[src/rtl/fetch_unit_if.sv]
// Fetch-side bundle: redirect/stall control, instruction memory request/ack and the presented instruction.
interface fetch_unit_if;
  logic        redirect;
  logic [31:0] redirect_pc;
  logic        stall;
  logic        imem_req;
  logic [31:0] imem_addr;
  logic        imem_ack;
  logic [31:0] imem_rdata;
  logic        inst_valid;
  logic [31:0] inst;
  logic [31:0] inst_pc;

  modport master (
    input  redirect, redirect_pc, stall, imem_ack, imem_rdata,
    output imem_req, imem_addr, inst_valid, inst, inst_pc
  );

  modport slave (
    output redirect, redirect_pc, stall, imem_ack, imem_rdata,
    input  imem_req, imem_addr, inst_valid, inst, inst_pc
  );
endinterface

[src/rtl/fetch_unit.sv]
// Single-outstanding instruction fetch FSM; ack->inst_valid in 1 cycle, stall holds the presented instruction.
// FETCH_PERF_CNT_EN adds the fetch_count output counting consumed instructions.
module fetch_unit #(
  parameter logic [31:0] RESET_PC = 32'h0000_0000
) (
  input  logic         clk,
  input  logic         reset,
  fetch_unit_if.master bus
`ifdef FETCH_PERF_CNT_EN
  ,
  output logic [31:0]  fetch_count
`endif
);

  typedef enum logic [1:0] {IDLE, REQ, VALID, DISCARD} state_e;

  state_e      state_q, state_d;
  logic [31:0] pc_q, pc_d;
  logic [31:0] pend_pc_q, pend_pc_d;
  logic [31:0] inst_q, inst_d;
  logic [31:0] inst_pc_q, inst_pc_d;
  logic [31:0] redir_tgt;
  logic [1:0]  unused_redir_lsb;

  assign redir_tgt        = {bus.redirect_pc[31:2], 2'b00};
  assign unused_redir_lsb = bus.redirect_pc[1:0];

  always_ff @(posedge clk) begin
    if (reset) begin
      state_q   <= IDLE;
      pc_q      <= RESET_PC;
      pend_pc_q <= 32'h0;
      inst_q    <= 32'h0;
      inst_pc_q <= 32'h0;
    end else begin
      state_q   <= state_d;
      pc_q      <= pc_d;
      pend_pc_q <= pend_pc_d;
      inst_q    <= inst_d;
      inst_pc_q <= inst_pc_d;
    end
  end

  always_comb begin
    state_d   = state_q;
    pc_d      = pc_q;
    pend_pc_d = pend_pc_q;
    inst_d    = inst_q;
    inst_pc_d = inst_pc_q;
    case (state_q)
      IDLE: begin
        state_d = REQ;
        if (bus.redirect) pc_d = redir_tgt;
      end
      REQ: begin
        if (bus.redirect) begin
          // The address cannot change until the in-flight request completes.
          if (bus.imem_ack) begin
            pc_d = redir_tgt;
          end else begin
            pend_pc_d = redir_tgt;
            state_d   = DISCARD;
          end
        end else if (bus.imem_ack) begin
          inst_d    = bus.imem_rdata;
          inst_pc_d = pc_q;
          state_d   = VALID;
        end
      end
      VALID: begin
        if (bus.redirect) begin
          pc_d    = redir_tgt;
          state_d = REQ;
        end else if (!bus.stall) begin
          pc_d    = pc_q + 32'd4;
          state_d = REQ;
        end
      end
      DISCARD: begin
        if (bus.imem_ack) begin
          pc_d    = bus.redirect ? redir_tgt : pend_pc_q;
          state_d = REQ;
        end else if (bus.redirect) begin
          pend_pc_d = redir_tgt;
        end
      end
      default: state_d = IDLE;
    endcase
  end

  assign bus.imem_req   = (state_q == REQ) || (state_q == DISCARD);
  assign bus.imem_addr  = pc_q;
  assign bus.inst_valid = (state_q == VALID);
  assign bus.inst       = inst_q;
  assign bus.inst_pc    = inst_pc_q;

`ifdef FETCH_PERF_CNT_EN
  logic [31:0] fetch_count_q;
  logic        consume;

  assign consume = (state_q == VALID) && !bus.stall && !bus.redirect;

  always_ff @(posedge clk) begin
    if (reset)        fetch_count_q <= 32'h0;
    else if (consume) fetch_count_q <= fetch_count_q + 32'd1;
  end

  assign fetch_count = fetch_count_q;
`endif

endmodule
[src/flat_wrapper.sv]
// flat-port wrapper written by rule: the top's interface ports become plain ports
module fetch_unit_flat 
#(
  parameter logic [31:0] RESET_PC = 32'h0000_0000
)
  (clk, reset, bus_redirect, bus_redirect_pc, bus_stall, bus_imem_ack, bus_imem_rdata, bus_imem_req, bus_imem_addr, bus_inst_valid, bus_inst, bus_inst_pc);
  fetch_unit_if bus_i ();
  input  logic clk;
  input  logic reset;
  input wire logic [$bits(bus_i.redirect)-1:0] bus_redirect;
  input wire logic [$bits(bus_i.redirect_pc)-1:0] bus_redirect_pc;
  input wire logic [$bits(bus_i.stall)-1:0] bus_stall;
  input wire logic [$bits(bus_i.imem_ack)-1:0] bus_imem_ack;
  input wire logic [$bits(bus_i.imem_rdata)-1:0] bus_imem_rdata;
  output wire logic [$bits(bus_i.imem_req)-1:0] bus_imem_req;
  output wire logic [$bits(bus_i.imem_addr)-1:0] bus_imem_addr;
  output wire logic [$bits(bus_i.inst_valid)-1:0] bus_inst_valid;
  output wire logic [$bits(bus_i.inst)-1:0] bus_inst;
  output wire logic [$bits(bus_i.inst_pc)-1:0] bus_inst_pc;
  assign bus_i.redirect = bus_redirect;
  assign bus_i.redirect_pc = bus_redirect_pc;
  assign bus_i.stall = bus_stall;
  assign bus_i.imem_ack = bus_imem_ack;
  assign bus_i.imem_rdata = bus_imem_rdata;
  assign bus_imem_req = bus_i.imem_req;
  assign bus_imem_addr = bus_i.imem_addr;
  assign bus_inst_valid = bus_i.inst_valid;
  assign bus_inst = bus_i.inst;
  assign bus_inst_pc = bus_i.inst_pc;
  fetch_unit #(.RESET_PC(RESET_PC)) u_core (.clk(clk), .reset(reset), .bus(bus_i));
endmodule
[config.mk]
export PLATFORM = sky130hd
export DESIGN_NAME = fetch_unit_flat
export DESIGN_NICKNAME = d
export VERILOG_FILES = /design/src/rtl/fetch_unit_if.sv /design/src/rtl/fetch_unit.sv /design/src/flat_wrapper.sv
export SDC_FILE = /design/constraint.sdc
export NUM_CORES = 1
export LEC_CHECK = 0
export CORE_ASPECT_RATIO = 0.75
export CORE_MARGIN = 3
export CORE_UTILIZATION = 43
export CTS_CLUSTER_DIAMETER = 50
export DETAILED_ROUTE_END_ITERATION = 6
export PLACE_DENSITY = 0.83
export SYNTH_ARGS = -nofsm -noshare
export SYNTH_HDL_FRONTEND = slang
export SYNTH_SLANG_ARGS = --single-unit
export TNS_END_PERCENT = 100
[constraint.sdc]
create_clock -name clk -period 2 [get_ports clk]
set_input_delay 0.6 -clock clk [delete_from_list [all_inputs] [get_ports clk]]
set_output_delay 0.6 -clock clk [all_outputs]
set_load 0.05 [all_outputs]
==> results <==
critical path, cell delays in order (launching register included):
cell and delay, ns:
dfxtp_4 0.35, nand4_1 0.13, or4_4 0.56, or3_1 0.42
a21o_1 0.17, a32o_1 0.23
through the flow:
step                      TNS [ns]  instances
after global routing             0       1177
after floorplan             -0.374        781
after CTS                        0       1174
after detailed placement    -46.11       1142
after global placement      -43.08       1142
final                            0       1177
cells in the final DEF (no fill, tap or decap), drive strengths merged, types with 25 or more instances in the layout:
| cell type | netlist | layout |
|---|---|---|
| buf | 6 | 189 |
| a21oi | 115 | 115 |
| inv | 16 | 25 |
| dfxtp | 130 | 130 |
| nor2 | 26 | 26 |
| clkdlybuf4s50 | 0 | 62 |
| nand2 | 235 | 235 |
| nand3 | 25 | 25 |
repair_timing:
action                     in CTS  in global routing
setup endpoints to repair       6                 82
pin swaps                       0                  4
gates resized for setup         6                 17
hold buffers                    0                  0
setup buffers                   0                  3
logic make-up (layout without fill, tap and decap cells):
logic type	after synthesis	in the layout	synth area share, %
XOR/XNOR	6	6	0.896
AND/OR/NAND/NOR	358	358	27.2
buffers and inverters	77	302	5.06
multiplexers	7	7	1.20
AO/OA/AOI/OAI	202	202	21.1
flip-flops	130	130	44.4
adder cells (fa/ha/maj)	1	1	0.213
worst paths after layout:
path,from,endpoint,slack [ns],cells past startpoint
worst min-delay path,u_core.pend_pc_q[14]$_SDFFE_PP0P_,u_core.pend_pc_q[14]$_SDFFE_PP0P_,0.45,2
worst max register to register,u_core.bus.imem_addr[17]$_SDFFE_PP0P_,u_core.bus.imem_addr[21]$_SDFFE_PP0P_,0.03,5
worst max-delay path,u_core.bus.imem_addr[17]$_SDFFE_PP0P_,u_core.bus.imem_addr[21]$_SDFFE_PP0P_,0.03,5
worst min register to register,u_core.pend_pc_q[14]$_SDFFE_PP0P_,u_core.pend_pc_q[14]$_SDFFE_PP0P_,0.45,2
state kept, by name (all words and copies together), names as in the netlist:
signal                cells
u_core.bus.imem_addr     32
u_core.bus.inst          32
u_core.bus.inst_pc       32
u_core.pend_pc_q         32
u_core.state_q            2
layer usage:
| layer | track usage [%] | wire length (um) | up-vias |
|---|---|---|---|
| li1 | - | - | 3144 |
| met1 | 34.0 | 8220 | 3095 |
| met2 | 39.4 | 8940 | 343 |
| met3 | 7.53 | 2100 | 35 |
| met4 | 6.98 | 326 | 0 |
| met5 | 0 | 0 | - |
cell type report:
cell class	count	area (um2)
clock buffers	18	439
clock inverters	14	141
fillers	1033	4290
inverters	16	60.1
multi-input cells	574	3040
flip-flops and latches	130	2660
well taps	171	214
repair buffers	254	2310
power by group through the flow:
stage	clock, mW	combinational (mW)	sequential [mW]
floorplan	0	0.385	3.11
global placement	0	1.26	2.83
detailed placement	0	1.27	2.83
CTS	3.10	1.28	2.78
global route	3.24	1.38	2.79
finish	3.07	1.31	2.78
==> flow_summary_export.csv <==
group,metric,value,unit
timing,post-route-min-period,1.97,ns
timing,worst_pin_slew,0.461,ns
die,io-pin-count,167,
die,initial_core_util,44.6,%
pwr,power_density,807,nW/um2
job,drv_cap,0,
timing,max_slew_margin,69.2,%
timing,setup_viol,0,
timing,rsz0062_at_grt,"false",
detailed_routing,avgRoutedWirePerCell,16.6,um
timing,skew,0.00918,ns
clock_tree,cts_root_buf,"clkbuf_16",
worst_setup_path,path_max_fanout,6,
global_routing,grt_max_degree,72,
timing,fin_hold_ws,0.450,ns
clock_tree,cts_tree,"done",
pwr,pwr-share-clk,42.9,%
die,core-area,13200,um2
worst_setup_path,crit_type,"flip-flop to flip-flop",
clock_tree,cts_buffers,17,
synth,synth.largest_area_cell,"dfxtp_1",
synth,ys.flop_type,"dfxtp_1",
synth,syn_inst,781,
synth,netlist_area,5860,um2
place,portBuffers,164,
synth,syn_avg_cell_area,7.51,um2
run_status,status,"completed",
hold_path,hold_class,"flip-flop to flip-flop",
clock_tree,cts_max_level,4,
die,die_x,141,um
global_routing,track_usage,25.2,%
synth,synth_cell_types,56,
synth,ys_seq_elements,130,
die,die_y,107,um
die,dieArea,15100,um2
detailed_routing,ant_nets,0,
detailed_routing,drc,0,
die,num_rows,36,
pwr,power_leakage,3.56,nW
synth,ys_warn_count,0,
final_layout,drive_above_1_share,25.7,%
synth,synth.most_common_cell,"nand2_1",
synth,synth_top_area_share,44.4,%
place,hpwl,13.9,mm
detailed_routing,drt-vias-per-instance,5.62,
synth,ys_top_cells_by_area,"dfxtp_1 44%, nand2_1 15%, a21oi_1 9.8%",
final_layout,nets,1063,
detailed_routing,firstDrtPassIters,5,
timing,clock.fmax,509,MHz
detailed_routing,num_vias,6617,
pwr,p_int,5.01,mW
timing,fin_crit_sh,98.3,%
worst_setup_path,worstSetupStartpointType,"flip-flop",
global_routing,antenna_found_initial,1,
pwr,seq_power_share,38.9,%
global_routing,grt-ovfl-total,0,
global_routing,grt_pass1_vias,5990,
pwr,finalPower,7.16,mW
clock_tree,cts_buffer_depth,2,
clock_tree,clock_latency,0.42,ns
final_layout,areaGrowthSynthToFinish,51.2,%
worst_setup_path,arrival,2.27,ns
synth,synth_common_cells,"235 x nand2_1, 130 x dfxtp_1, 115 x a21oi_1, 55 x clkbuf_1, 26 x nor2_1",
final_layout,stdcell_area,8860,um2
final_layout,postLayoutCoreUtil,67.4,%
pwr,p_sw,2.14,mW
place,gp_congestion,0.906,
synth,synth-edff-count,0,
pwr,combPwrFrac,18.3,%
place,place_ws,-0.452,ns
pwr,ir_drop,0.624,mV
worst_setup_path,end_kind,"flip-flop",
worst_setup_path,required,2.30,ns
detailed_routing,wl,19.6,mm
final_layout,antenna_cells,0,
global_routing,grt_pass1_wl,30.6,mm
synth,synth.yosys.seq_area_share,44.4,%
detailed_routing,drt_iter0_markers,604,
synth,async_flop_share,0,%
timing,finalHoldViolCount,0,
pwr,switching_share,29.9,%
clock_tree,cts_sinks,130,
timing,maxSlewViolCount,0,
timing,finalWorstSetupSlack,0.0348,ns
place,place_area,8190,um2
synth,syn-num-nets,851,
clock_tree,path_clk_slew,0.06,ns
Note: power is estimated with default switching activity, not from simulation.
